File: src/rtl/serial_adder.sv
// rtl/serial_adder.sv - bit-serial adder sequencing one full-adder cell over WIDTH cycles

// Single-bit full adder used as the per-bit datapath of the serial adder.
module serial_adder_fa (
  input  logic i_a,
  input  logic i_b,
  input  logic i_c,
  output logic o_s,
  output logic o_c
);

  // Sum bit and majority carry
  assign o_s = i_a ^ i_b ^ i_c;
  assign o_c = (i_a & i_b) | (i_a & i_c) | (i_b & i_c);

endmodule

// LSB-first adder: one bit per clock through a registered carry, with done pulse.
module serial_adder #(
  parameter int WIDTH = 8
) (
  input  logic             clk,
  input  logic             rst_n,
  input  logic             start,
  input  logic [WIDTH-1:0] a,
  input  logic [WIDTH-1:0] b,
  input  logic             cin,
  output logic             busy,
  output logic             done,
  output logic [WIDTH-1:0] sum,
  output logic             cout
);

  localparam int CW = $clog2(WIDTH + 1);

  localparam logic [1:0] S_IDLE  = 2'd0;
  localparam logic [1:0] S_SHIFT = 2'd1;
  localparam logic [1:0] S_DONE  = 2'd2;

  // Counter value on the edge that consumes the final (MSB) bit
  localparam logic [CW-1:0] LAST_BIT = CW'(WIDTH - 1);

  logic [1:0]       r_state;
  logic [WIDTH-1:0] r_ra;
  logic [WIDTH-1:0] r_rb;
  logic             r_c;
  logic [WIDTH-1:0] r_racc;
  logic [CW-1:0]    r_cnt;
  logic [WIDTH-1:0] r_sum;
  logic             r_cout;

  logic w_s;
  logic w_carry_next;
  logic w_accept;

  serial_adder_fa u_fa (
    .i_a (r_ra[0]),
    .i_b (r_rb[0]),
    .i_c (r_c),
    .o_s (w_s),
    .o_c (w_carry_next)
  );

  // A new operation may be accepted from IDLE or from the DONE cycle (back-to-back)
  assign w_accept = start && ((r_state == S_IDLE) || (r_state == S_DONE));

  // Operand capture, per-bit shifting and result latching
  always_ff @(posedge clk or negedge rst_n) begin
    if (!rst_n) begin
      r_state <= S_IDLE;
      r_ra    <= '0;
      r_rb    <= '0;
      r_c     <= 1'b0;
      r_racc  <= '0;
      r_cnt   <= '0;
      r_sum   <= '0;
      r_cout  <= 1'b0;
    end else if (w_accept) begin
      r_ra    <= a;
      r_rb    <= b;
      r_c     <= cin;
      r_racc  <= '0;
      r_cnt   <= '0;
      r_state <= S_SHIFT;
    end else if (r_state == S_SHIFT) begin
      r_racc <= {w_s, r_racc[WIDTH-1:1]};
      r_ra   <= r_ra >> 1;
      r_rb   <= r_rb >> 1;
      r_c    <= w_carry_next;
      r_cnt  <= r_cnt + 1'b1;
      if (r_cnt == LAST_BIT) begin
        // sum/cout only change here, so they hold through any later SHIFT
        r_sum   <= {w_s, r_racc[WIDTH-1:1]};
        r_cout  <= w_carry_next;
        r_state <= S_DONE;
      end
    end else begin
      // DONE without start, or an unreachable encoding, returns to IDLE
      r_state <= S_IDLE;
    end
  end

  assign busy = (r_state == S_SHIFT);
  assign done = (r_state == S_DONE);
  assign sum  = r_sum;
  assign cout = r_cout;

endmodule

File: config.mk
export PLATFORM = sky130hd
export DESIGN_NAME = serial_adder
export DESIGN_NICKNAME = d
export VERILOG_FILES = /design/src/rtl/serial_adder.sv
export SDC_FILE = /design/constraint.sdc
export NUM_CORES = 1
export LEC_CHECK = 0
export CELL_PAD_IN_SITES_DETAIL_PLACEMENT = 1
export CELL_PAD_IN_SITES_GLOBAL_PLACEMENT = 2
export CORE_AREA = 5 5 56 107
export DETAILED_ROUTE_END_ITERATION = 10
export DIE_AREA = 0 0 61 112
export PLACE_DENSITY = 0.8
export REMOVE_ABC_BUFFERS = 1
export SETUP_SLACK_MARGIN = 0.02
export SLEW_MARGIN = 20
export SYNTH_ARGS = -nofsm -noshare
export SYNTH_HDL_FRONTEND = slang
export SYNTH_SLANG_ARGS = --single-unit
File: constraint.sdc
create_clock -name clk -period 1.95 [get_ports clk]
set_input_delay 0.2925 -clock clk [delete_from_list [all_inputs] [get_ports clk]]
set_output_delay 0.2925 -clock clk [all_outputs]
set_load 0.01 [all_outputs]
==> results.md, run 1 <==
* Crit share post-route at between 80% and 90%
* Pleak at a little under 1 nW
* CP Capture Type: primary output
* Biggest cell delay along the critical path at 550 ps
* CP max stage cell: clkdlybuf4s50_1
* Seq/Total Area, Yosys at around three fifths
* Fmax at 0.585 GHz
* Area occupied by multi-input gates at 617 um^2
* Top FF cell, synth: dfrtp_1
* FP Rows at 37
* Antenna violation net count after detailed routing at 0
* DR pass1 iterations at 4
* I/O pin count at 31
* Syn Inst Count at 127
* Maxcap violations at 0
* Async S/R FF share, synth at 100%
* Number of global-route vias before repair at about 1.2k
* Worst-skew pair later-pin latency at 290 ps
* Peak VDD IR at approximately 0.00066 V
* Vias/cell at 4.94
* Final-stage net count at 181
* Minimum clock period at 1710 ps
* Clock skew at around 7.7 ps
* Root Driver: clkbuf_8
* Max-slew headroom at 43.0%
* Cells after DPL at 210
* IO buf count at 30
* First-pass GRT wire length at 5630 um
* Vias at about 1.1k
* Yosys Warn Count at 0
* Clock slew at reported path FFs at 80 ps
* Worst hold margin at roughly 110 ps
* Commonest non-fill, non-tap cell in the layout: dfrtp_1
* Outcome: complete, no violations
* Critical path cell sequence: nor2b_4, clkdlybuf4s50_1
* Worst-Margin Slew at about 860 ps
* Starting DRT DRC Count at 14
* Post-CTS Resized at 0
* Post-DP Area at 1980 um^2
* Largest net degree at the start of global routing at 40
* Yosys cell types at 19
* Die width at 61 um
* Layout Cells excl Fill at 218
* Initial antenna violation count at 0
* Die ar. at 6830 um^2
* Critical path fanouts, max at 4
* Crit Path Class: reg2out
* CTS tree: built
* ANT cells at 0
* FF+latch area at 976 um^2
* Residual DRC count at 0
* Post-DP HPWL at between 2000 and 2500 um
* RSZ-0062 raised after global routing: false
* Synth Register Bits at 39
* Required @ worst endpoint at 1660 ps
* Total track usage at a little over a tenth
* CP startpoint kind: flip-flop
* Fin. Hold Viols at 0
* Critical Path AT at 1420 ps
* P&R area growth vs syn at 25.9%
* Final GP Congestion at 0.694
* Share of layout cells above drive strength 1 at between 10% and 20%
* TritonCTS Buffers at 5
* Post-synth EDFFs at 0
* Worst Hold Class: in2async
* Htree depth at 2
* Die H at 112 um
* CTS Buffer Depth at 2
* Area of the mapped netlist at 1640 um^2
* Most frequent cells in the layout: dfrtp_1 (39), clkdlybuf4s50_1 (29), nand2_1 (16)
* Mean post-synth cell area at 12.9 um^2
* Starting density of the core at 32.2%
* PwrDens at 1540 nW/um^2
* Final Max Slew Viols at 0
* Post-CTS setup buffers at 0
* Core Region at 5090 um^2
* Setup-failing EPs final at 0
* Fillcell total at 567
* WL/cell at between 10 and 15 um
* # hold bufs at CTS at 0
* Post-route cell area at between 2000 and 2500 um^2
* CTS Sinks at 39
* Remaining Overflow, GRT at 0
* Total Routed Length at 3190 um
[kinds of logic after synthesis]
family / after synthesis / share of synthesized area (%)
DFF: 39 / 59.5
AOI/OAI and AO/OA: 29 / 12.3
muxes: 24 / 15.4
and+or+nand+nor: 24 / 7.24
buffers and inverters: 8 / 3.13
adders and majority gates: 2 / 1.98
xor gates and xnor gates: 1 / 0.534
[flip-flops by register name, summed over array words and instances (netlist names)]
name     cells
r_cnt        4
r_c          1
r_rb         8
r_ra         8
r_racc       7
sum          8
r_state      2
cout         1
[where the power goes]
part           switching [W]  internal [W]
Clock               0.000279      0.000245
Combinational       0.000556      0.000704
Sequential          0.000235       0.00117
Total                0.00107       0.00212
[layer usage]
metal / wire length [um] / track usage, %
met1: 1280 / 12.0
met2: 1700 / 18.5
met4: 65 / 4.78
met3: 142 / 2.55
met5: 0 / 0
[final timing paths]
path / from / endpoint / slack (ps) / depth (start not counted)
worst max register to register: r_cnt[0] / sum[2] / 420 / 5
max in group asynchronous: rst_n / r_racc[7] / 1310 / 1
worst max-delay path: r_state[0] / busy / 240 / 2
min in group clk: sum[6] / sum[6] / 510 / 1
worst min-delay path: rst_n / r_rb[2] / 110 / 1
worst min register to register: sum[6] / sum[6] / 510 / 1
[synthesized netlist by cell type, types with 2 or more instances]
| cell | count | share of area [%] |
|---|---|---|
| mux2i_1 | 14 | 8.5 |
| dfrtp_1 | 39 | 59 |
| buf_2 | 2 | 0.61 |
| a21o_1 | 3 | 1.4 |
| nor2_1 | 2 | 0.46 |
| nor2b_1 | 2 | 0.76 |
| nand2_1 | 16 | 3.7 |
| o21ai_0 | 13 | 4.0 |
| a22o_1 | 13 | 6.9 |
| buf_4 | 5 | 2.3 |
| mux2_2 | 10 | 6.9 |
[final cells by class]
type                       count  area share, %
multi-input combinational     80           29.8
clock buffer                   5           3.33
sequential                    39           47.2
clock inverter                 3          0.726
tap                           58           3.51
timing repair buffer          33           15.4
[critical path, delay by kind of cell (launching register included)]
family	cells	cell delay, ps
buffers and inverters	1	550
flip-flops	1	390
AND/OR/NAND/NOR	1	190
[stage by stage]
stage	setup slack (ps)	utilization [%]	setup TNS [ps]	total power, W
after floorplan	-180	-	-3240	0.00220
after global placement	165	38.9	0	0.00265
after detailed placement	106	38.9	0	0.00272
after CTS	209	40.6	0	0.00325
after global routing	149	40.6	0	0.00344
final	242	40.6	0	0.00319
Note: power is estimated with default switching activity, not from simulation.
==> inputs of run 2 (changes only) <==
--- a/config.mk
+++ b/config.mk
@@ -10,6 +10,7 @@
 export CORE_AREA = 5 5 56 107
 export DETAILED_ROUTE_END_ITERATION = 10
 export DIE_AREA = 0 0 61 112
+export GPL_ROUTABILITY_DRIVEN = 0
 export PLACE_DENSITY = 0.8
 export REMOVE_ABC_BUFFERS = 1
 export SETUP_SLACK_MARGIN = 0.02
==> results of run 2 <==
Same layout as run 1: the final DEF is identical, and so are final timing and power.
